## src/rtl/serial_adder.sv

```systemverilog
// Bit-serial adder: OP_A + OP_B + Cin, one bit per clock, LSB first.
// Latency: WIDTH cycles in ADD after START is accepted, then one FIN cycle with DONE high.
// Backpressure: none; START is ignored while an addition is in progress (BUSY high).
module serial_adder #(
    parameter int WIDTH = 8
) (
    input  logic             CLK,
    input  logic             RST,
    input  logic             START,
    input  logic [WIDTH-1:0] OP_A,
    input  logic [WIDTH-1:0] OP_B,
    input  logic             Cin,
    output logic [WIDTH-1:0] SUM,
    output logic             CO,
    output logic             BUSY,
    output logic             DONE
);

    // Enough bits to count 0..WIDTH-1; never wraps inside an operation.
    localparam int CW = (WIDTH > 1) ? $clog2(WIDTH) : 1;
    localparam logic [CW-1:0] LAST_BIT = CW'(WIDTH - 1);

    typedef enum logic [1:0] {
        IDLE = 2'd0,
        ADD  = 2'd1,
        FIN  = 2'd2
    } state_t;

    state_t           state;
    logic [WIDTH-1:0] aReg;
    logic [WIDTH-1:0] bReg;
    logic [WIDTH-1:0] resReg;
    logic             carry;
    logic [CW-1:0]    bitCnt;

    logic             sumBit;
    logic             carryNext;
    logic             lastBit;
    logic [WIDTH-1:0] resNext;

    // Full-adder slice on the current LSBs and the next result register value.
    always_comb begin
        sumBit    = aReg[0] ^ bReg[0] ^ carry;
        carryNext = (aReg[0] & bReg[0]) | (aReg[0] & carry) | (bReg[0] & carry);
        lastBit   = (bitCnt == LAST_BIT);
        resNext   = {sumBit, resReg[WIDTH-1:1]};
    end

    // Control FSM with datapath registers and registered BUSY/DONE/SUM/CO.
    always_ff @(posedge CLK or posedge RST) begin
        if (RST) begin
            state  <= IDLE;
            aReg   <= '0;
            bReg   <= '0;
            resReg <= '0;
            carry  <= 1'b0;
            bitCnt <= '0;
            SUM    <= '0;
            CO     <= 1'b0;
            BUSY   <= 1'b0;
            DONE   <= 1'b0;
        end else begin
            case (state)
                IDLE, FIN: begin
                    DONE <= 1'b0;
                    if (START) begin
                        // Operands are captured only here; later input changes are ignored.
                        aReg   <= OP_A;
                        bReg   <= OP_B;
                        carry  <= Cin;
                        resReg <= '0;
                        bitCnt <= '0;
                        BUSY   <= 1'b1;
                        state  <= ADD;
                    end else begin
                        BUSY  <= 1'b0;
                        state <= IDLE;
                    end
                end
                ADD: begin
                    // START is deliberately not looked at in this state.
                    resReg <= resNext;
                    aReg   <= aReg >> 1;
                    bReg   <= bReg >> 1;
                    carry  <= carryNext;
                    if (lastBit) begin
                        // Publish the result on the same edge the final bit is formed.
                        SUM   <= resNext;
                        CO    <= carryNext;
                        BUSY  <= 1'b0;
                        DONE  <= 1'b1;
                        state <= FIN;
                    end else begin
                        bitCnt <= bitCnt + 1'b1;
                    end
                end
                default: begin
                    BUSY  <= 1'b0;
                    DONE  <= 1'b0;
                    state <= IDLE;
                end
            endcase
        end
    end

endmodule
```

## config.mk

```make
export PLATFORM = sky130hd
export DESIGN_NAME = serial_adder
export DESIGN_NICKNAME = d
export VERILOG_FILES = /design/src/rtl/serial_adder.sv
export SDC_FILE = /design/constraint.sdc
export NUM_CORES = 1
export LEC_CHECK = 0
export BUFFER_PORTS_ARGS = -buffer_cell sky130_fd_sc_hd__buf_4
export CORE_MARGIN = 4
export CORE_UTILIZATION = 54
export CTS_CLUSTER_DIAMETER = 100
export CTS_CLUSTER_SIZE = 16
export DETAILED_ROUTE_END_ITERATION = 10
export PLACE_DENSITY = 0.77
export SLEW_MARGIN = 20
export SYNTH_ARGS = -nofsm -noshare
export SYNTH_HDL_FRONTEND = slang
export SYNTH_SLANG_ARGS = --single-unit
```

## constraint.sdc

```tcl
create_clock -name CLK -period 2.04 [get_ports CLK]
set_clock_uncertainty 0.15 [all_clocks]
set_input_delay 0.408 -clock CLK [delete_from_list [all_inputs] [get_ports CLK]]
set_output_delay 0.408 -clock CLK [all_outputs]
set_load 0.005 [all_outputs]
```

==> metrics.md, run 1 <==
| Metric | Value |
|---|---|
| CTS root buffer | clkbuf_4 |
| Sequential element share of the synthesized area | 55.6% |
| Post-route setup TNS | 0 ns |
| RSZ-0062 raised after global routing | no |
| Critical Path Start Type | register |
| Via count | 1220 |
| Core footprint | 3080 um2 |
| CP Launch Point | bitCnt[0] |
| Routed Antenna Nets | 0 |
| Area Growth Syn to Fin | 17.5% |
| Die height | 65.0 um |
| Final Critical Period | 1.90 ns |
| R2r startpoint | bitCnt[0] |
| CTS H-tree depth | 2 |
| Total Nets Final | 203 |
| Top delay family on crit path | adder cells |
| Post-Synthesis Cells | 147 |
| Slew @ Worst Pin | 0.606 ns |
| Post_cts resized | 0 |
| Critical path class | register to register |
| Yosys Warn Count | 0 |
| Fin crit share | 93.2% |
| Largest stage delay, worst path | 0.42 ns |
| Crit path cell chain | ha_1, ha_1, or2_4, mux2_4, a22o_1 |
| Buffers added on ports | 30 |
| Final WS setup | 0.139 ns |
| GRT overflow | 0 |
| Max clock buf depth | 2 |
| Status | finished clean |
| Gr usage total | 17.9% |
| Initial core utilization | 57.0% |
| CP max stage cell | dfrtp_1 |
| Die Span X | 65.0 um |
| Clock latency on the worst-skew pair | 0.34 ns |
| Hold Fails Final Rpt | 0 |
| Die ar. | 4230 um2 |
| First-pass GRT wire length | 5770 um |
| Avg Cell Area, Syn | 11.9 um2 |
| Drt via density | 5.47 |
| Max VDD drop | 0.000572 V |
| TritonCTS clock tree | built |
| Hold Crit Class | input pin to asynchronous set/reset pin |
| Leak pwr | 0.00100 uW |
| WP data required | 2.13 ns |
| Initial DRC count | 40 |
| Initial antenna violation count | 0 |
| Yosys cell types | 27 |
| Critical Path AT | 1.99 ns |
| Crit path capture type | register |
| Pre-antenna DRT Iters | 4 |
| Hold_buf cts | 0 |
| Number of max-cap violations | 0 |
| Clock Pin Slew Worst Setup and Hold Paths | 0.11 ns |
| Syn Std Cell Area | 1760 um2 |
| Post-CTS setup repair buffer count | 0 |
| Total CTS buffers | 5 |
| Total routed wirelength | 3320 um |
| Net Count, Synth | 170 |
| Largest net degree at the start of global routing | 40 |
| Fillcell total | 257 |
| Fin. max-slew vios | 0 |
| Achievable frequency | 526 MHz |
| Clock sink count | 39 |
| Flops & latches, synth | 39 |
| Max_slew headroom | 59.6% |
| Vias in the first global route | 1303 |
| Critical path fanouts, max | 4 |
| Post-place setup slack | 0.139 ns |
| Buf/Inv on CP | 0 |
| # rows | 20 |
| Ratio of cells with drive above 1 in the final layout | 32.4% |
| # IOs | 31 |
| Most Frequent Cell on Critical Path | ha_1 |
| Post-layout util | 67.0% |
| Pwr dens | 1420 nW/um2 |
| Final setup vio count | 0 |
| # DRC | 0 |
| ANT cells | 0 |
| DPL Wire Length | 2340 um |
| Wire per inst | 14.9 um |
| GP Congestion | 0.741 |
placed cells by master (no fill, tap or decap), types with 2 or more instances in the layout:
| cell | synthesis | final |
|---|---|---|
| a22o_1 | 9 | 9 |
| nor2_1 | 2 | 2 |
| a211oi_1 | 5 | 5 |
| mux2_2 | 15 | 15 |
| mux2i_1 | 5 | 5 |
| nand2_1 | 2 | 2 |
| nand2b_1 | 3 | 3 |
| o22ai_1 | 11 | 11 |
| inv_1 | 13 | 13 |
| a21oi_1 | 16 | 16 |
| dfrtp_1 | 39 | 39 |
| clkbuf_4 | 0 | 5 |
| buf_4 | 3 | 34 |
| ha_1 | 2 | 2 |
| a21o_1 | 2 | 2 |
| nor2b_1 | 6 | 6 |
worst reg2reg max path, cell delays in order, from the launching register on:
cell     delay (ns)
dfrtp_1        0.42
ha_1           0.23
ha_1           0.24
or2_4          0.28
mux2_4         0.30
a22o_1         0.19
cell type report:
class                      instances  area [um2]  area share [%]
multi-input combinational         87         686            33.3
timing repair buffer              34         255            12.4
clock buffer                       6        41.3            2.00
tap                               44        55.1            2.67
sequential                        39         976            47.3
inverter                          13        48.8            2.37
where the power goes:
part,switching [uW],internal (uW)
registers,256,1120
clock network,228,123
logic,508,688
final timing paths:
path,endpoint,slack (ns),depth (start not counted)
max,bitCnt[1],0.14,5
min,SUM[7],0.02,3
max reg2reg,bitCnt[1],0.14,5
min reg2reg,SUM[6],0.37,1
max in group asynchronous,resReg[1],1.38,3
min in group CLK,aReg[7],0.14,2
cell families after synthesis:
logic type                 after synthesis  share of synthesized area [%]
DFF                                     39                           55.6
xor gates and xnor gates                 1                          0.499
and+or+nand+nor                         18                           6.42
adders and majority gates                3                           2.57
muxes                                   21                           13.3
AOI/OAI and AO/OA                       44                           16.3
buffers and inverters                   21                           5.35
stage by stage:
stage | cells | hold slack, ns | total power (uW) | area, um2
after floorplan | 147 | 0.322 | 2200 | 1760
after global placement | 217 | 0.340 | 2500 | 2020
after detailed placement | 217 | 0.346 | 2600 | 2020
after CTS | 223 | 0.0320 | 2950 | 2060
after global routing | 223 | 0.0629 | 3160 | 2060
final | 223 | 0.0222 | 2920 | 2060
cell usage after synthesis:
library cell | count | area share [%]
a211oi_1 | 5 | 2.1
a21o_1 | 2 | 0.86
a21oi_1 | 16 | 4.6
a22o_1 | 9 | 4.5
and2b_1 | 1 | 0.43
buf_2 | 2 | 0.57
buf_4 | 3 | 1.3
clkbuf_1 | 2 | 0.43
clkbuf_2 | 1 | 0.28
dfrtp_1 | 39 | 56
fa_1 | 1 | 1.1
ha_1 | 2 | 1.4
inv_1 | 13 | 2.8
mux2_2 | 15 | 9.6
mux2_4 | 1 | 0.86
mux2i_1 | 5 | 2.9
nand2_1 | 2 | 0.43
nand2_4 | 1 | 0.64
nand2b_1 | 3 | 1.1
nor2_1 | 2 | 0.43
nor2_2 | 1 | 0.36
nor2b_1 | 6 | 2.1
nor3b_1 | 1 | 0.43
o21ai_0 | 1 | 0.28
o22ai_1 | 11 | 3.9
or2_4 | 1 | 0.50
xnor2_1 | 1 | 0.50
state kept, by name, indices dropped and copies added (netlist names):
| name | count |
|---|---|
| state | 1 |
| CO | 1 |
| aReg | 8 |
| DONE | 1 |
| resReg | 7 |
| BUSY | 1 |
| SUM | 8 |
| bReg | 8 |
| carry | 1 |
| bitCnt | 3 |
routing by layer:
metal | routed length [um] | global-route usage [%] | up-vias | part of all wire (%)
li1 | - | - | 591 | -
met1 | 1420 | 21.9 | 588 | 43
met2 | 1670 | 30.1 | 34 | 50
met3 | 170 | 4.51 | 7 | 5.1
met4 | 66 | 6.99 | 0 | 2.0
met5 | 0 | 0 | - | 0
No activity file was read; power rests on OpenSTA's default activity.
==> run 2, diff against run 1 <==
--- a/config.mk
+++ b/config.mk
@@ -6,7 +6,7 @@
 export NUM_CORES = 1
 export LEC_CHECK = 0
 export BUFFER_PORTS_ARGS = -buffer_cell sky130_fd_sc_hd__buf_4
-export CORE_MARGIN = 4
+export CORE_MARGIN = 2
 export CORE_UTILIZATION = 54
 export CTS_CLUSTER_DIAMETER = 100
 export CTS_CLUSTER_SIZE = 16
==> metrics.md, run 2 (synthesized netlist as in run 1, its figures left out) <==
| Metric | Value |
|---|---|
| Status | finished clean |
| WP data required | 2.13 ns |
| CTS H-tree depth | 2 |
| Vias in the first global route | 1212 |
| Post-route setup TNS | 0 ns |
| Critical path fanouts, max | 4 |
| Crit path capture type | register |
| Critical path class | register to register |
| Gr usage total | 20.5% |
| Sequential Area | 976 um2 |
| Clock Pin Slew Worst Setup and Hold Paths | 0.11 ns |
| Buffers added on ports | 30 |
| Post-place setup slack | 0.187 ns |
| Via count | 1202 |
| Achievable frequency | 537 MHz |
| Pre-antenna DRT Iters | 4 |
| Largest net degree at the start of global routing | 40 |
| GP Congestion | 0.700 |
| Final WS setup | 0.178 ns |
| Most common cell after layout, fill and taps aside | dfrtp_1 |
| Initial core utilization | 57.0% |
| Initial DRC count | 30 |
| Ratio of cells with drive above 1 in the final layout | 33.7% |
| DPL Wire Length | 2250 um |
| Drt via density | 5.34 |
| Fin. max-slew vios | 0 |
| # DRC | 0 |
| Final setup vio count | 0 |
| # IOs | 31 |
| Post-CTS setup repair buffer count | 0 |
| Die ar. | 3720 um2 |
| Most frequent cells in the layout | 39 x dfrtp_1, 34 x buf_4, 16 x a21oi_1 |
| Clock sink count | 39 |
| Area Growth Syn to Fin | 20.0% |
| Max_slew headroom | 60.2% |
| Fillcell total | 250 |
| RSZ-0062 raised after global routing | no |
| Pwr dens | 1470 nW/um2 |
| Max clock buf depth | 2 |
| Hold Crit Class | input pin to asynchronous set/reset pin |
| Slew @ Worst Pin | 0.597 ns |
| Total Nets Final | 203 |
| # rows | 20 |
| Hold WS | 0.0128 ns |
| Hold_buf cts | 0 |
| Hold Fails Final Rpt | 0 |
| Critical Path Start Type | register |
| First-pass GRT wire length | 5400 um |
| Multi-input gate area | 686 um2 |
| Max VDD drop | 0.000715 V |
| Critical Path AT | 1.96 ns |
| Leak pwr | 0.00103 uW |
| Post_cts resized | 0 |
| Core footprint | 3080 um2 |
| Fin crit share | 91.3% |
| Die height | 61.0 um |
| TritonCTS clock tree | built |
| Initial antenna violation count | 0 |
| Final Critical Period | 1.86 ns |
| Dpl cell area | 2020 um2 |
| Total power | 3090 uW |
| Number of max-cap violations | 0 |
| GRT overflow | 0 |
| Die Span X | 61.0 um |
| Clock latency on the worst-skew pair | 0.35 ns |
| Total routed wirelength | 3170 um |
| ANT cells | 0 |
| CTS root buffer | clkbuf_4 |
| Biggest regs | SUM: 8 flops, aReg: 8 flops, bReg: 8 flops |
| Routed Antenna Nets | 0 |
| Wire per inst | 14.1 um |
| Cell area after layout | 2110 um2 |
| Total CTS buffers | 5 |
==> run 2: changes by cell type in the layout (fill, tap and decap cells not counted), sizes merged <==
cell and delta:
bufinv +1, clkinv +1
==> run 2: cell type report <==
class                   count  share of cell area, %
flip-flops and latches     39                   46.3
clock inverters             2                   1.66
inverters                  13                   2.32
well taps                  44                   2.61
multi-input cells          87                   32.5
clock buffers               6                   2.43
repair buffers             34                   12.1
==> run 2: report_power, final <==
part	internal, uW	switching [uW]
clock	290	250
sequential	1120	263
combinational	683	492
==> run 2: layer usage <==
metal | track usage [%] | vias up | share of wire [%]
met5 | 0 | - | 0
met4 | 11.2 | 0 | 2.3
met3 | 4.41 | 8 | 3.7
met2 | 33.6 | 30 | 50
met1 | 25.5 | 578 | 44
li1 | - | 586 | -
==> run 2: path summary, 6_finish.rpt <==
path | slack [ns] | from | to | depth (start not counted)
max | 0.18 | bitCnt[0] | bitCnt[1] | 5
min | 0.01 | RST | SUM[5] | 3
max reg2reg | 0.18 | bitCnt[0] | bitCnt[1] | 5
min reg2reg | 0.37 | SUM[4] | SUM[4] | 1
max in group asynchronous | 1.39 | RST | aReg[6] | 3
min in group CLK | 0.12 | OP_B[7] | bReg[7] | 2
==> run 2: critical path, cell delays in order (launching register included) <==
cell     delay, ns
dfrtp_1       0.42
ha_1          0.21
ha_1          0.23
or2_4         0.27
mux2_4        0.30
a22o_1        0.17
==> run 2: stage by stage <==
step | cells | util, %
after floorplan | 147 | -
after detailed placement | 217 | 65.7
after global placement | 217 | 65.7
after CTS | 225 | 68.5
after global routing | 225 | 68.5
final | 225 | 68.5
==> run 3, diff against run 2 <==
--- a/config.mk
+++ b/config.mk
@@ -11,7 +11,8 @@
 export CTS_CLUSTER_DIAMETER = 100
 export CTS_CLUSTER_SIZE = 16
 export DETAILED_ROUTE_END_ITERATION = 10
-export PLACE_DENSITY = 0.77
+export PLACE_DENSITY_LB_ADDON = 0.2
+export SETUP_SLACK_MARGIN = 0.4
 export SLEW_MARGIN = 20
 export SYNTH_ARGS = -nofsm -noshare
 export SYNTH_HDL_FRONTEND = slang
==> metrics.md, run 3 (synthesized netlist as in run 1, its figures left out) <==
| Metric | Value |
|---|---|
| Largest net degree at the start of global routing | 40 |
| Post-route setup TNS | 0 ns |
| ANT cells | 0 |
| Via count | 1301 |
| Die Span X | 61.0 um |
| Clock sink count | 39 |
| WP data required | 2.14 ns |
| GRT overflow | 0 |
| Achievable frequency | 571 MHz |
| Max_slew headroom | 67.2% |
| # DRC | 0 |
| Initial DRC count | 60 |
| Critical Path Start Type | register |
| Pre-antenna DRT Iters | 4 |
| Sw Ratio | 33.6% |
| Leak pwr | 0.00109 uW |
| RSZ-0062 raised after global routing | yes |
| # rows | 20 |
| Ratio of cells with drive above 1 in the final layout | 40.6% |
| Slew @ Worst Pin | 0.492 ns |
| Max VDD drop | 0.000676 V |
| Area Growth Syn to Fin | 28.4% |
| TritonCTS clock tree | built |
| Hold WS | 0.0153 ns |
| Reg power frac | 40.7% |
| Number of max-cap violations | 0 |
| Initial core utilization | 57.0% |
| # IOs | 31 |
| Gr usage total | 22.0% |
| Clock latency on the worst-skew pair | 0.34 ns |
| Critical Path AT | 1.85 ns |
| Pwr dens | 1500 nW/um2 |
| Hold_buf cts | 0 |
| Total Nets Final | 214 |
| Net Switching | 1130 uW |
| Buffers added on ports | 30 |
| Part of the power in the clock network | 16.0% |
| Hold Crit Class | input pin to asynchronous set/reset pin |
| Die ar. | 3720 um2 |
| Most common cell after layout, fill and taps aside | buf_4 |
| Initial antenna violation count | 0 |
| Clock Pin Slew Worst Setup and Hold Paths | 0.12 ns |
| Final setup vio count | 0 |
| Fillcell total | 206 |
| Biggest regs | SUM: 8 flops, aReg: 8 flops, bReg: 8 flops |
| Crit path capture type | register |
| Internal Power | 2240 uW |
| Fin. max-slew vios | 0 |
| Core footprint | 3080 um2 |
| CTS H-tree depth | 2 |
| Routed Antenna Nets | 0 |
| Most frequent cells in the layout | 41 x buf_4, 38 x dfrtp_1, 15 x a21oi_1 |
| Wire per inst | 16.1 um |
| Critical path class | register to register |
| Drt via density | 5.51 |
| Total CTS buffers | 5 |
| Logic gate share of total power | 43.3% |
| CTS root buffer | clkbuf_4 |
| Fin crit share | 85.9% |
| Final Critical Period | 1.75 ns |
| Critical path fanouts, max | 3 |
| Hold Fails Final Rpt | 0 |
| Status | finished clean |
| First-pass GRT wire length | 5990 um |
| GP Congestion | 0.684 |
| Vias in the first global route | 1344 |
| Total routed wirelength | 3810 um |
| Max clock buf depth | 2 |
| Die height | 61.0 um |
| DPL Wire Length | 2410 um |
## run 3: cell count changes in the layout (fill, tap and decap cells not counted), sizes merged
cell,change
nand2,+1
buf,+10
## run 3: final cells by class
class	instances	area [um2]	share of cell area (%)
flip-flops and latches	39	977	43.4
multi-input cells	88	744	33.0
repair buffers	44	342	15.2
clock buffers	6	51.3	2.28
clock inverters	2	35.0	1.55
well taps	44	55.1	2.44
inverters	13	48.8	2.17
## run 3: worst paths after layout
kind,from,end,slack [ns],depth (start not counted)
setup / recovery,bitCnt[1],bitCnt[1],0.29,5
hold / removal,RST,CO,0.02,3
setup reg to reg,bitCnt[1],bitCnt[1],0.29,5
hold reg to reg,SUM[7],SUM[7],0.37,1
max in group asynchronous,RST,BUSY,1.35,3
min in group CLK,OP_B[7],bReg[7],0.13,2
## run 3: per-stage QoR
step | total power (uW) | setup WS, ns | utilization, % | instance area (um2) | std cells
finish | 3380 | 0.289 | 73.2 | 2250 | 236
global route | 3620 | 0.242 | 73.2 | 2250 | 236
CTS | 3290 | 0.303 | 71.5 | 2200 | 233
detailed placement | 2640 | 0.252 | 66.1 | 2040 | 217
global placement | 2530 | 0.294 | 66.1 | 2040 | 217
floorplan | 2230 | 0.319 | - | 1770 | 147
## run 3: worst max-delay path, cell delays in order (launching register included)
cell,delay (ns)
dfrtp_1,0.42
ha_2,0.20
ha_4,0.16
or2_4,0.25
mux2_4,0.30
a22o_1,0.17
## run 3: per-layer routing
| metal | track usage (%) | wire (um) | up-vias |
|---|---|---|---|
| met5 | 0 | 0 | - |
| met4 | 8.70 | 72 | 0 |
| met3 | 4.41 | 157 | 9 |
| met2 | 38.7 | 1980 | 33 |
| met1 | 26.5 | 1600 | 648 |
| li1 | - | - | 611 |
## run 3: timing repair
item	in CTS	in global routing
endpoints found under the setup margin	17	14
pin swaps	3	0
setup buffers	8	2
gates resized for setup	5	6
cloned	0	1
## run 3: power groups by stage
stage          Combinational [uW]  Clock, uW  Sequential, uW
2_1_floorplan                 910          0            1320
6_report                     1460        540            1380
3_5_place_dp                 1250          0            1390
4_1_cts                      1370        550            1370
5_1_grt                      1620        579            1420
3_3_place_gp                 1170          0            1360
